### config.mk
export PLATFORM = sky130hd
export DESIGN_NAME = mem_stage_mc
export DESIGN_NICKNAME = d
export VERILOG_FILES = /design/src/rtl/mem_defs_pkg.sv /design/src/rtl/mem_stage_mc_align.sv /design/src/rtl/mem_stage_mc.sv
export SDC_FILE = /design/constraint.sdc
export NUM_CORES = 1
export LEC_CHECK = 0
export CAP_MARGIN = 20
export CORE_ASPECT_RATIO = 0.6
export CORE_MARGIN = 3
export CORE_UTILIZATION = 48
export CTS_BUF_LIST = sky130_fd_sc_hd__clkbuf_2 sky130_fd_sc_hd__clkbuf_4 sky130_fd_sc_hd__clkbuf_8
export DETAILED_ROUTE_END_ITERATION = 6
export MAX_ROUTING_LAYER = met4
export PLACE_DENSITY_LB_ADDON = 0.05
export SLEW_MARGIN = 30
export SYNTH_ARGS = -nofsm -noshare
export SYNTH_HDL_FRONTEND = slang
export SYNTH_HIERARCHICAL = 1
export SYNTH_SLANG_ARGS = --single-unit
### constraint.sdc
create_clock -name clk -period 8.45 [get_ports clk]
set_input_delay 1.69 -clock clk [delete_from_list [all_inputs] [get_ports clk]]
set_output_delay 1.69 -clock clk [all_outputs]
set_load 0.05 [all_outputs]
### src/rtl/mem_defs_pkg.sv
// Shared op codes, exception codes, enable constants and FSM state type for the
// multi-cycle MEM stage.
package mem_defs_pkg;

  localparam int MEM_OP_W = 4;

  localparam logic [MEM_OP_W-1:0] MEM_OP_NOP = 4'd0;
  localparam logic [MEM_OP_W-1:0] MEM_OP_LW  = 4'd1;
  localparam logic [MEM_OP_W-1:0] MEM_OP_LH  = 4'd2;
  localparam logic [MEM_OP_W-1:0] MEM_OP_LHU = 4'd3;
  localparam logic [MEM_OP_W-1:0] MEM_OP_LB  = 4'd4;
  localparam logic [MEM_OP_W-1:0] MEM_OP_LBU = 4'd5;
  localparam logic [MEM_OP_W-1:0] MEM_OP_SW  = 4'd6;
  localparam logic [MEM_OP_W-1:0] MEM_OP_SH  = 4'd7;
  localparam logic [MEM_OP_W-1:0] MEM_OP_SB  = 4'd8;

  localparam int EXP_NONE       = 0;
  localparam int EXP_MISS_ALIGN = 3;
  localparam int EXP_BUS_ERR    = 4;

  localparam logic RESET_ENABLE = 1'b1;
  localparam logic ENABLE       = 1'b1;
  localparam logic DISABLE      = 1'b0;
  localparam logic ENABLE_      = 1'b0;
  localparam logic DISABLE_     = 1'b1;

  typedef enum logic [0:0] {
    ST_IDLE = 1'b0,
    ST_WAIT = 1'b1
  } mem_state_t;

endpackage

### src/rtl/mem_stage_mc_align.sv
// Combinational lane logic: alignment check, byte enables, store replication
// and load sign/zero extension for one memory op.
module mem_align
  import mem_defs_pkg::*;
#(
  parameter int DATA_W = 32,
  parameter int OFF_W  = $clog2(DATA_W / 8)
) (
  input  logic [MEM_OP_W-1:0] op,
  input  logic [OFF_W-1:0]    off,
  input  logic [DATA_W-1:0]   wr_data,
  input  logic [DATA_W-1:0]   rdata,
  output logic                is_mem,
  output logic                is_load,
  output logic                aligned,
  output logic                we,
  output logic [DATA_W/8-1:0] be,
  output logic [DATA_W-1:0]   wdata,
  output logic [DATA_W-1:0]   load_data
);

  localparam int NB = DATA_W / 8;

  // Only the low half-word of the shifted read data is ever consumed.
  logic [15:0] lane;
  assign lane = 16'(rdata >> {off, 3'b000});

  always_comb begin
    is_mem    = 1'b0;
    is_load   = 1'b0;
    aligned   = 1'b1;
    we        = 1'b0;
    be        = '0;
    wdata     = wr_data;
    load_data = rdata;
    case (op)
      MEM_OP_LW: begin
        is_mem  = 1'b1;
        is_load = 1'b1;
        aligned = (off == '0);
        be      = '1;
      end
      MEM_OP_LH, MEM_OP_LHU: begin
        is_mem    = 1'b1;
        is_load   = 1'b1;
        aligned   = ~off[0];
        be        = NB'(3) << off;
        load_data = (op == MEM_OP_LH) ? {{(DATA_W-16){lane[15]}}, lane[15:0]}
                                      : {{(DATA_W-16){1'b0}}, lane[15:0]};
      end
      MEM_OP_LB, MEM_OP_LBU: begin
        is_mem    = 1'b1;
        is_load   = 1'b1;
        be        = NB'(1) << off;
        load_data = (op == MEM_OP_LB) ? {{(DATA_W-8){lane[7]}}, lane[7:0]}
                                      : {{(DATA_W-8){1'b0}}, lane[7:0]};
      end
      MEM_OP_SW: begin
        is_mem  = 1'b1;
        we      = 1'b1;
        aligned = (off == '0);
        be      = '1;
      end
      MEM_OP_SH: begin
        is_mem  = 1'b1;
        we      = 1'b1;
        aligned = ~off[0];
        be      = NB'(3) << off;
        wdata   = {(DATA_W/16){wr_data[15:0]}};
      end
      MEM_OP_SB: begin
        is_mem = 1'b1;
        we     = 1'b1;
        be     = NB'(1) << off;
        wdata  = {NB{wr_data[7:0]}};
      end
      default: ;
    endcase
  end

endmodule

### src/rtl/mem_stage_mc.sv
// Multi-cycle MEM stage: req/ack data bus with variable latency, MEM/WB register.
// Optional ack timeout enabled by defining MEM_TIMEOUT_EN.
module mem_stage_mc
  import mem_defs_pkg::*;
#(
  parameter int DATA_W     = 32,
  parameter int ADDR_W     = 32,
  parameter int REG_ADDR_W = 5,
  parameter int EXP_W      = 3,
  parameter int TIMEOUT    = 15
) (
  input  logic                  clk,
  input  logic                  reset,
  input  logic                  stall,
  input  logic                  flush,
  output logic                  busy,
  output logic [DATA_W-1:0]     fwd_data,
  input  logic [ADDR_W-1:0]     ex_pc,
  input  logic                  ex_en,
  input  logic [MEM_OP_W-1:0]   ex_mem_op,
  input  logic [DATA_W-1:0]     ex_mem_wr_data,
  input  logic [REG_ADDR_W-1:0] ex_dst_addr,
  input  logic                  ex_gpr_we_,
  input  logic [EXP_W-1:0]      ex_exp_code,
  input  logic [DATA_W-1:0]     ex_out,
  output logic                  bus_req,
  output logic                  bus_we,
  output logic [ADDR_W-1:0]     bus_addr,
  output logic [DATA_W-1:0]     bus_wdata,
  output logic [DATA_W/8-1:0]   bus_be,
  input  logic                  bus_ack,
  input  logic                  bus_err,
  input  logic [DATA_W-1:0]     bus_rdata,
  output logic [ADDR_W-1:0]     mem_pc,
  output logic                  mem_en,
  output logic [REG_ADDR_W-1:0] mem_dst_addr,
  output logic                  mem_gpr_we_,
  output logic [EXP_W-1:0]      mem_exp_code,
  output logic [DATA_W-1:0]     mem_out
);

  localparam int NB    = DATA_W / 8;
  localparam int OFF_W = $clog2(NB);

  mem_state_t          state, state_nxt;
  logic                drop;
  logic [MEM_OP_W-1:0] op_q;
  logic [ADDR_W-1:0]   addr_q;
  logic [DATA_W-1:0]   wdata_q;

  logic                in_wait;
  logic [MEM_OP_W-1:0] op_a;
  logic [ADDR_W-1:0]   addr_a;
  logic [DATA_W-1:0]   wr_a;
  logic                is_mem, is_load, aligned, al_we;
  logic [NB-1:0]       al_be;
  logic [DATA_W-1:0]   al_wdata, load_data;
  logic                access, timed_out, err_hit, bubble;
  logic [EXP_W-1:0]    exp_c;
  logic [DATA_W-1:0]   out_c;
  logic                gpr_we_c;

  assign in_wait = (state == ST_WAIT);

  // While waiting, the bus and the load extension run off the captured copies.
  assign op_a   = in_wait ? op_q    : ex_mem_op;
  assign addr_a = in_wait ? addr_q  : ex_out[ADDR_W-1:0];
  assign wr_a   = in_wait ? wdata_q : ex_mem_wr_data;

  mem_align #(.DATA_W(DATA_W), .OFF_W(OFF_W)) u_align (
    .op        (op_a),
    .off       (addr_a[OFF_W-1:0]),
    .wr_data   (wr_a),
    .rdata     (bus_rdata),
    .is_mem    (is_mem),
    .is_load   (is_load),
    .aligned   (aligned),
    .we        (al_we),
    .be        (al_be),
    .wdata     (al_wdata),
    .load_data (load_data)
  );

  assign access = (reset != RESET_ENABLE) && !in_wait && ex_en && is_mem && aligned &&
                  (ex_exp_code == EXP_W'(EXP_NONE)) && !flush;

`ifdef MEM_TIMEOUT_EN
  localparam int CNT_W = $clog2(TIMEOUT + 1);
  logic [CNT_W-1:0] to_cnt;

  assign timed_out = in_wait && (to_cnt == CNT_W'(TIMEOUT));

  always_ff @(posedge clk) begin
    if (reset == RESET_ENABLE || !in_wait) to_cnt <= '0;
    else                                   to_cnt <= to_cnt + CNT_W'(1);
  end
`else
  logic [31:0] unused_timeout;
  assign unused_timeout = 32'(TIMEOUT);
  assign timed_out      = 1'b0;
`endif

  assign bus_req   = (reset != RESET_ENABLE) && (in_wait ? !timed_out : access);
  assign bus_we    = al_we;
  assign bus_be    = al_be;
  assign bus_wdata = al_wdata;
  assign bus_addr  = {addr_a[ADDR_W-1:OFF_W], {OFF_W{1'b0}}};
  assign busy      = bus_req && !bus_ack;
  assign err_hit   = (bus_req && bus_ack && bus_err) || timed_out;

  always_comb begin
    state_nxt = state;
    case (state)
      ST_IDLE: if (access && !bus_ack)     state_nxt = ST_WAIT;
      ST_WAIT: if (bus_ack || timed_out)   state_nxt = ST_IDLE;
      default:                             state_nxt = ST_IDLE;
    endcase
  end

  always_ff @(posedge clk) begin
    if (reset == RESET_ENABLE) begin
      state   <= ST_IDLE;
      drop    <= DISABLE;
      op_q    <= MEM_OP_NOP;
      addr_q  <= '0;
      wdata_q <= '0;
    end else begin
      state <= state_nxt;
      if (!in_wait && access) begin
        op_q    <= ex_mem_op;
        addr_q  <= ex_out[ADDR_W-1:0];
        wdata_q <= ex_mem_wr_data;
      end
      // A flushed transfer still runs to completion; its result becomes a bubble.
      if (in_wait && (bus_ack || timed_out)) drop <= DISABLE;
      else if (in_wait && flush)             drop <= ENABLE;
    end
  end

  assign bubble = flush || !ex_en || (in_wait && drop);

  always_comb begin
    exp_c = EXP_W'(EXP_NONE);
    if (ex_exp_code != EXP_W'(EXP_NONE)) exp_c = ex_exp_code;
    else if (is_mem && !aligned)         exp_c = EXP_W'(EXP_MISS_ALIGN);
    else if (err_hit)                    exp_c = EXP_W'(EXP_BUS_ERR);
  end

  assign out_c    = (is_load && exp_c == EXP_W'(EXP_NONE)) ? load_data : ex_out;
  assign gpr_we_c = (exp_c != EXP_W'(EXP_NONE)) ? DISABLE_ : ex_gpr_we_;
  assign fwd_data = out_c;

  always_ff @(posedge clk) begin
    if (reset == RESET_ENABLE) begin
      mem_pc       <= '0;
      mem_en       <= DISABLE;
      mem_dst_addr <= '0;
      mem_gpr_we_  <= DISABLE_;
      mem_exp_code <= '0;
      mem_out      <= '0;
    end else if (!stall && !busy) begin
      if (bubble) begin
        mem_pc       <= '0;
        mem_en       <= DISABLE;
        mem_dst_addr <= '0;
        mem_gpr_we_  <= DISABLE_;
        mem_exp_code <= '0;
        mem_out      <= '0;
      end else begin
        mem_pc       <= ex_pc;
        mem_en       <= ENABLE;
        mem_dst_addr <= ex_dst_addr;
        mem_gpr_we_  <= gpr_we_c;
        mem_exp_code <= exp_c;
        mem_out      <= out_c;
      end
    end
  end

endmodule

==> results by stage, run 1 <==
Drt:
- The number of detailed-route iterations in the first pass is 5.
- Once detail routing completed, the nets flagged for antenna violations numbered 0.
- For this block, the initial DRC count from the detailed router was 749.
- The detailed-route via count is 7668.
- The routed wirelength normalized by instance count is around 19 um.
- For this run, design rule violations remaining after detail routing come to 0.
- The post-detailed-routing wire length is around 27000 um.
- After detailed routing, the number of vias per cell comes to ~5.5.

GRT:
- The global-route congestion overflow total is 0.
- The initial antenna violation count is 1.
- The via count of the first global-routing pass is a little over 7000.
- The wire length of the first global-routing pass is 40860 um.
- Across every metal layer, demand over resource in global routing totals 0.2955.
- The largest net degree at the start of global routing is just over 70.

Clocking:
- The H-tree was split into 4 levels.
- The number of hold buffers added after CTS was 0.
- The clock reaches the later pin of the worst-skew pair after between 0.4 and 0.5 ns.
- The number of buffers inserted during clock tree synthesis is 17.
- Post-CTS timing repair inserted 0 buffers for setup.
- CTS saw 144 sinks.
- TritonCTS built the clock tree.
- After clock tree synthesis, the clock-pin slew on the worst setup and hold paths is 0.08 ns.
- The clock passes through at most 2 buffers.
- The number of gates resized after CTS was 0.
- The root buffer selected by CTS is sky130_fd_sc_hd__clkbuf_8.

Pwr:
- The static leakage is 4.258 nW.
- The relative contribution of the clock network to total power is 0.323.
- IR analysis of the VDD net gives a maximum drop of 0.00009216 V.
- The total power of the final layout is 1.714 mW.
- Of the total power, combinational logic draws 0.273.
- The power dissipated by switching net loads is between 0.5 and 0.6 mW.
- The switching share of total power is 0.3467.
- The internal portion of total power is approximately 1.1 mW.
- In this run the power density over the cells is 151.5 nW/um^2.
- The share of total power in sequential cells is 0.404.

Synth:
- The post-synthesis sequential element count is 144.
- Ranked by total cell area, the synthesized netlist is headed by sky130_fd_sc_hd__dfxtp_1 36%, sky130_fd_sc_hd__mux2_2 9.9%, sky130_fd_sc_hd__nand2_1 8.3%.
- The number of different library cells used by synthesis comes to 50.
- The biggest area contributor in the post-synthesis netlist is sky130_fd_sc_hd__dfxtp_1.
- Of the post-synthesis cell area, the dominant cell type holds 0.3620.
- The most instantiated library cell after synthesis is sky130_fd_sc_hd__nand2_1.
- For this run, asynchronously set or reset flops after synthesis account for 0.
- Summing every instance area after synthesis gives 7964 um^2.
- A synthesized cell averages 8.666 um^2.
- The Yosys warning count is 6.
- The sequential cell area fraction in the yosys report is 0.3620.
- In this run, synthesis inferred 0 flip-flops with an integrated enable.
- The instance count of the mapped netlist is 919.
- The commonest cells after synthesis are 176 x sky130_fd_sc_hd__nand2_1, 144 x sky130_fd_sc_hd__dfxtp_1, 90 x sky130_fd_sc_hd__a21oi_1.
- For this run, the leading register cell type out of synthesis is sky130_fd_sc_hd__dfxtp_1.

STA:
- Setup repair after global routing left no endpoint under its margin.
- Across all setup checks in the final design, the least slack found is 0.7750 ns.
- Derived from the worst setup path, the maximum achievable clock frequency is 0.1303 GHz.
- At the pin with the least slew margin, the transition time is around 0.86 ns.
- The count of final hold-check violations is 0.
- Setup violations remaining at the end of the flow were counted as 0.
- The final worst-path cycle share is 0.9083.
- In the final timing run, aggregate negative setup slack is 0 ns.
- The final count of pins violating max slew is 0.
- The minimum clock period is 7.675 ns.
- Across the routed clock network, the largest skew measured is 0.02360 ns.
- The worst slew margin relative to its limit is 0.4241.
- The final hold slack is 0.4543 ns.

Setup path:
- Data on the critical path arrives at its endpoint at about 6.0 ns.
- The start point of the critical path is ex_mem_op[1].
- In this run the worst path has a maximum fanout of 19.
- Data on the critical path is required at its endpoint by 6.76 ns.
- The worst reg2reg path depth is 10.
- The endpoint identified for the worst register-to-register timing path is mem_out[14]$_SDFFE_PP0P_.
- In this run the register-to-register setup slack is 4.23 ns.
- The worst setup path is captured at an output pin.
- By startpoint and endpoint, the worst setup path is classified as input port to output pin.
- In this run the critical register-to-register path is launched from in_wait$_SDFF_PP0_.
- The type of element launching the critical path is an input port.

Cells and area:
- For this run, the share of the core covered by cells in the final layout is 0.7157.
- The layout net count is 1304.
- The post-layout instance count excluding filler cells is 1392.
- After routing the design area is 11310 um^2.
- The ratio of cells with drive above 1 in the final layout is 0.1394.
- The filler cells instantiated in the layout total 1282.
- The synthesis-to-layout area growth is 42.07%.

Placement:
- Counting tap cells, the placed design contains a total of 1359 instances.
- Timing analysis after detailed placement gives a worst setup slack of about 0.86 ns.
- Summed over all nets, the half-perimeter wirelength after detailed placement is 19640 um.
- The count of buffers inserted at the top-level ports is 322.
- Once placement finished, the instance area stood at 10930 um^2.
- The congestion estimate from routability-driven global placement came to 0.9059.

Worst hold path:
- The start point of the worst hold path is wdata_q[28]$_SDFFE_PP0P_.
- Along the worst hold path, the cell count comes to 2.
- The path class of the tightest hold or removal check is flip-flop to flip-flop.
- The hold path endpoint is wdata_q[28]$_SDFFE_PP0P_.

Floorplanning:
- For this configuration, the core starts out at a cell density of 0.5038.
- The total number of placement rows is 35.
- The standard cell core area is around 16000 um^2.
- The die covers 18220 um^2.
- The I/O pin count is 325.
- The overall die width is 172.3 um.
- From bottom edge to top edge, the die measures 105.8 um.

Job:
- Max-cap violations in this run came to 0.

Status:
- The run finished with clean final reports.
==> power by group through the flow <==
stage | registers, mW | clock network, mW | logic (mW)
global placement | 0.709 | 0 | 0.462
floorplan | 0.739 | 0 | 0.261
detailed placement | 0.709 | 0 | 0.464
global route | 0.694 | 0.583 | 0.491
finish | 0.693 | 0.553 | 0.468
CTS | 0.693 | 0.559 | 0.466
==> cells in the final DEF, fill, tap and decap left out, types with 4 or more instances in the layout <==
| cell | netlist | layout |
|---|---|---|
| sky130_fd_sc_hd__clkbuf_8 | 0 | 17 |
| sky130_fd_sc_hd__inv_6 | 0 | 7 |
| sky130_fd_sc_hd__dfxtp_1 | 144 | 143 |
| sky130_fd_sc_hd__o211ai_1 | 11 | 11 |
| sky130_fd_sc_hd__a21o_1 | 17 | 17 |
| sky130_fd_sc_hd__mux2_2 | 70 | 70 |
| sky130_fd_sc_hd__o21ai_0 | 8 | 8 |
| sky130_fd_sc_hd__a22o_1 | 32 | 32 |
| sky130_fd_sc_hd__nand2_1 | 176 | 176 |
| sky130_fd_sc_hd__a22oi_1 | 45 | 45 |
| sky130_fd_sc_hd__or3_1 | 4 | 4 |
| sky130_fd_sc_hd__nor3b_1 | 4 | 4 |
| sky130_fd_sc_hd__nand2b_1 | 4 | 4 |
| sky130_fd_sc_hd__o22ai_1 | 4 | 4 |
| sky130_fd_sc_hd__nor2b_1 | 10 | 10 |
| sky130_fd_sc_hd__mux2i_1 | 8 | 8 |
| sky130_fd_sc_hd__mux2_4 | 30 | 30 |
| sky130_fd_sc_hd__a31oi_1 | 16 | 16 |
| sky130_fd_sc_hd__a21oi_1 | 90 | 90 |
| sky130_fd_sc_hd__mux2_1 | 16 | 16 |
| sky130_fd_sc_hd__clkdlybuf4s50_1 | 0 | 321 |
| sky130_fd_sc_hd__inv_1 | 10 | 10 |
| sky130_fd_sc_hd__nor2_1 | 63 | 61 |
| sky130_fd_sc_hd__a2111o_1 | 8 | 8 |
| sky130_fd_sc_hd__buf_4 | 43 | 14 |
==> metal layers <==
metal	track usage	share of wire
met1	0.4169	0.47
met3	0.08133	0.090
met2	0.4216	0.43
met4	0.06549	0.014
met5	-	0
==> cell type report <==
type                       count  area (um^2)  share of cell area
tap                          222        277.8             0.02455
inverter                      10        37.54            0.003317
clock buffer                  17        234.0             0.02068
antenna                        1        2.502           0.0002212
sequential                   144         2887              0.2551
timing repair buffer         335         3318              0.2933
clock inverter                15        145.1             0.01283
multi-input combinational    648         4413              0.3900
==> state kept, by name, summed over array words and instances, names as in the netlist <==
register and flops:
addr_q 32, mem_out 32, mem_pc 32, wdata_q 32
mem_dst_addr 5, op_q 4, mem_exp_code 3, drop 1
in_wait 1, mem_en 1, mem_gpr_we_ 1
==> how the worst max path moves through the flow <==
stage / endpoint / slack [ns] / depth (start not counted)
4_1_cts: fwd_data[27] / 0.85 / 11
3_3_place_gp: fwd_data[23] / 0.95 / 11
6_report: fwd_data[27] / 0.77 / 11
3_5_place_dp: fwd_data[27] / 0.86 / 11
2_1_floorplan: busy / 2.49 / 8
5_1_grt: fwd_data[23] / 0.58 / 11
==> kinds of logic (layout without fill, tap and decap cells) <==
family,Yosys count,after routing,share of synthesized area
mux,125,125,0.1910
compound gates,238,238,0.2020
flops,144,144,0.3620
xor+xnor,2,2,0.003143
other cells,1,3,0.0004709
simple gates,281,281,0.1529
buf+inv,128,377,0.08845
==> worst max-delay path, stage by stage <==
cell and delay [ns]:
sky130_fd_sc_hd__clkdlybuf4s50_1 0.48, sky130_fd_sc_hd__mux2_2 0.34, sky130_fd_sc_hd__inv_1 0.17, sky130_fd_sc_hd__nor3b_1 0.57, sky130_fd_sc_hd__or3_1 0.31, sky130_fd_sc_hd__nand4bb_2 0.15, sky130_fd_sc_hd__a21oi_1 0.21, sky130_fd_sc_hd__or3b_2 0.49
sky130_fd_sc_hd__buf_4 0.46, sky130_fd_sc_hd__mux2_4 0.35, sky130_fd_sc_hd__clkdlybuf4s50_1 0.73
No activity file was read; power rests on OpenSTA's default activity.
==> run 2: changes to the inputs <==
--- a/config.mk
+++ b/config.mk
@@ -7,7 +7,7 @@
 export LEC_CHECK = 0
 export CAP_MARGIN = 20
 export CORE_ASPECT_RATIO = 0.6
-export CORE_MARGIN = 3
+export CORE_MARGIN = 2
 export CORE_UTILIZATION = 48
 export CTS_BUF_LIST = sky130_fd_sc_hd__clkbuf_2 sky130_fd_sc_hd__clkbuf_4 sky130_fd_sc_hd__clkbuf_8
 export DETAILED_ROUTE_END_ITERATION = 6
==> run 2 against run 1 <==
Against the previous run:
- register-to-register slack better by 0.07 ns
- cell area grew 0.52%
- critical path depth is the same
- routed wire length is 2.6% lower
==> results by stage, run 2 (synthesis gave the netlist of run 1 again) <==
STA:
- The count of final hold-check violations is 0 (unchanged).
- The minimum clock period is 7.472 ns (was 7.675 ns).
- The final count of pins violating max slew was 0 (unchanged).
- The worst-margin pin slew is 0.7842 ns (was 0.8591 ns).
- The final count of negative-setup-slack endpoints came to 0 (unchanged).
- Unrepaired setup endpoints after global routing: false (unchanged).
- The setup skew after layout is 0.02106 ns (was 0.02360 ns).
- The highest clock rate was 0.1338 GHz (was 0.1303 GHz).
- The final worst-path cycle share is 0.8842 (was 0.9083).
- The setup TNS is 0 ns (unchanged).
- The worst slew margin relative to its limit came to 0.4772 (was 0.4241).

Setup path:
- The worst reg2reg path startpoint is in_wait$_SDFF_PP0_ (unchanged).
- The arrival time of data at the critical path endpoint came to 5.78 ns (was 5.99 ns).
- The start point of the critical path is ex_mem_op[1] (unchanged).
- The endpoint of the most critical register-to-register path is mem_out[27]$_SDFFE_PP0P_ (was mem_out[14]$_SDFFE_PP0P_).
- The capture point of the critical path is fwd_data[28] (was fwd_data[27]).
- Critical path cell sequence: clkdlybuf4s50_1 > mux2_2 > inv_1 > nor3b_1 > or3_1 > nand4bb_2 > a21oi_1 > or3b_2 > buf_12 > mux2_4 > clkdlybuf4s50_1 (was clkdlybuf4s50_1 > mux2_2 > inv_1 > nor3b_1 > or3_1 > nand4bb_2 > a21oi_1 > or3b_2 > buf_4 > mux2_4 > clkdlybuf4s50_1).
- The reg2reg setup slack is 4.30 ns (was 4.23 ns).
- The slowest stage cell on the critical path is sky130_fd_sc_hd__clkdlybuf4s50_1 (unchanged).
- The largest stage delay on the critical path is 0.72 ns (was 0.73 ns).
- The highest net fanout along the worst path came to 20 (was 19).
- The most frequent cell on the critical path is sky130_fd_sc_hd__clkdlybuf4s50_1 (unchanged).
- The kind of end point of the critical path was an output pin (unchanged).
- The worst reg2reg path depth is 10 (unchanged).
- The type of element launching the critical path is an input port (unchanged).
- The required time at the worst-slack endpoint is 6.76 ns (about the same).
- The worst setup path category was input port to output pin (unchanged).

Drt:
- The via count normalized by instance count was 5.520 (was 5.509).
- The residual antenna-violating net count after detailed routing was 0 (unchanged).
- The number of design-rule violations left by the first detailed-router iteration is 610 (was 749).
- The routed metal-1 wirelength was 12570 um (was 12660 um).
- The met2 routed wirelength is 11140 um (was 11670 um).
- The total DRC errors in the routed layout is 0 (unchanged).
- The post-detailed-routing wire length was 26440 um (was 27130 um).
- The detailed-route via count is 7612 (was 7668).
- The number of detailed-route iterations in the first pass is 5 (unchanged).
- The routed wirelength normalized by instance count is 19.17 um (was 19.49 um).
- The total length of routed met3 wires is 2483 um (was 2434 um).
- The highest metal layer used by the detailed router is met4 (unchanged).

Floorplanning:
- The effective utilization at floorplan is 0.4911 (was 0.5038).
- The total number of placement rows is 36 (was 35).
- The I/O pin count was 325 (unchanged).
- The full die area was 17670 um^2 (was 18220 um^2).
- The standard cell core area is 16220 um^2 (was 15810 um^2).
- The chip height is 103.8 um (was 105.8 um).
- The overall die width is 170.3 um (was 172.3 um).

Clocking:
- The number of H-tree levels is 4 (unchanged).
- The TritonCTS clock tree is built (unchanged).
- The post-cts hold buffer count is 0 (unchanged).
- The number of buffers inserted during clock tree synthesis came to 17 (unchanged).
- The deepest clock path buffer count is 2 (unchanged).
- The total setup buffers inserted after CTS is 0 (unchanged).
- The root buffer selected by CTS was sky130_fd_sc_hd__clkbuf_8 (unchanged).
- The CTS clock-pin slew for the worst setup and hold paths is 0.08 ns (about the same).
- The post-cts repair resize count is 0 (unchanged).
- The insertion delay to the later sink of the worst-skew pair is 0.45 ns (was 0.46 ns).
- The clock sink count was 144 (unchanged).

Pwr:
- The static leakage is 4.293 nW (was 4.258 nW).
- The power per unit of standard cell area is 157.2 nW/um^2 (was 151.5 nW/um^2).
- The maximum VDD drop is 0.00009674 V (was 0.00009216 V).
- The total power of the final layout is 1.788 mW (was 1.714 mW).

GRT:
- The global-route congestion overflow total is 0 (unchanged).
- The largest net degree at the start of global routing is 76 (was 71).
- The via count of the first global-routing pass is 6852 (was 7163).
- The initial antenna violation count is 1 (unchanged).
- The global-route total usage across every layer is 0.2992 (was 0.2955).
- The wire length of the first global-routing pass is 40090 um (was 40860 um).

Job:
- The number of maximum-capacitance constraint violations is 0 (unchanged).

Cells and area:
- The synthesis-to-layout area growth is 42.81% (was 42.07%).
- Top library cells by usage in the layout, fill and taps aside: 321 x sky130_fd_sc_hd__clkdlybuf4s50_1, 176 x sky130_fd_sc_hd__nand2_1, 143 x sky130_fd_sc_hd__dfxtp_1 (unchanged).
- The storage element area is 2887 um^2 (unchanged).
- The layout net count is 1304 (unchanged).
- The most common library cell in the layout ignoring fill and taps is sky130_fd_sc_hd__clkdlybuf4s50_1 (unchanged).
- The layout filler cell count is 1287 (was 1282).
- The multi-input combinational cell area is 4405 um^2 (was 4413 um^2).
- The ratio of cells with drive above 1 in the final layout is 0.1394 (unchanged).

Worst hold path:
- The type of the most critical hold path is flip-flop to flip-flop (unchanged).

Placement:
- The half-perimeter wire length of the detailed placement result was 19050 um (was 19640 um).
- The final weighted congestion of routability-driven global placement was 0.8858 (was 0.9059).
- The count of buffers inserted at the top-level ports is 322 (unchanged).

Status:
- Result of the run: complete, no violations (unchanged).
-- run 2: critical path: cells and delay by family --
family | cells | cell delay, ns
buffers and inverters | 4 | 1.62
AOI/OAI and AO/OA | 1 | 0.21
muxes | 2 | 0.67
and+or+nand+nor | 4 | 1.57
-- run 2: cell type report --
class                      count  area share
tap                          209     0.02299
clock buffer                  17     0.02057
inverter                      10    0.003300
multi-input combinational    648      0.3873
timing repair buffer         335      0.2928
sequential                   144      0.2538
clock inverter                15     0.01892
antenna                        1   0.0002200
-- run 2: report_power, final --
| group | internal [mW] | switching (mW) | total (mW) |
|---|---|---|---|
| combinational | 0.190 | 0.278 | 0.468 |
| sequential | 0.688 | 0.00515 | 0.693 |
| clock | 0.309 | 0.318 | 0.627 |
| total | 1.19 | 0.601 | 1.79 |
-- run 2: how the worst min path moves through the flow --
| stage | startpoint | end | slack (ns) | cells after the start |
|---|---|---|---|---|
| CTS | wdata_q[10]$_SDFFE_PP0P_ | wdata_q[10]$_SDFFE_PP0P_ | 0.45 | 2 |
| global route | wdata_q[11]$_SDFFE_PP0P_ | wdata_q[11]$_SDFFE_PP0P_ | 0.47 | 2 |
| finish | addr_q[2]$_SDFFE_PP0P_ | addr_q[2]$_SDFFE_PP0P_ | 0.45 | 2 |
| detailed placement | addr_q[8]$_SDFFE_PP0P_ | addr_q[8]$_SDFFE_PP0P_ | 0.44 | 2 |
| global placement | wdata_q[7]$_SDFFE_PP0P_ | wdata_q[7]$_SDFFE_PP0P_ | 0.43 | 2 |
| floorplan | addr_q[0]$_SDFFE_PP0P_ | addr_q[0]$_SDFFE_PP0P_ | 0.43 | 2 |
-- run 2: layer usage --
layer,vias up,global-route usage
met2,355,0.4103
met4,0,0.05739
li1,3667,-
met1,3573,0.4397
met3,17,0.07948
met5,-,-
-- run 2: stage by stage --
step	instance area (um^2)	worst slack, ns	std cells	hold slack (ns)	util
after CTS	11370	1.031	1378	0.4548	0.7012
after floorplan	7968	2.487	920	0.4284	-
after global routing	11370	0.7143	1379	0.4664	0.7014
after global placement	10910	1.117	1345	0.4341	0.6731
final	11370	0.9781	1379	0.4523	0.7014
after detailed placement	10920	1.015	1346	0.4402	0.6735
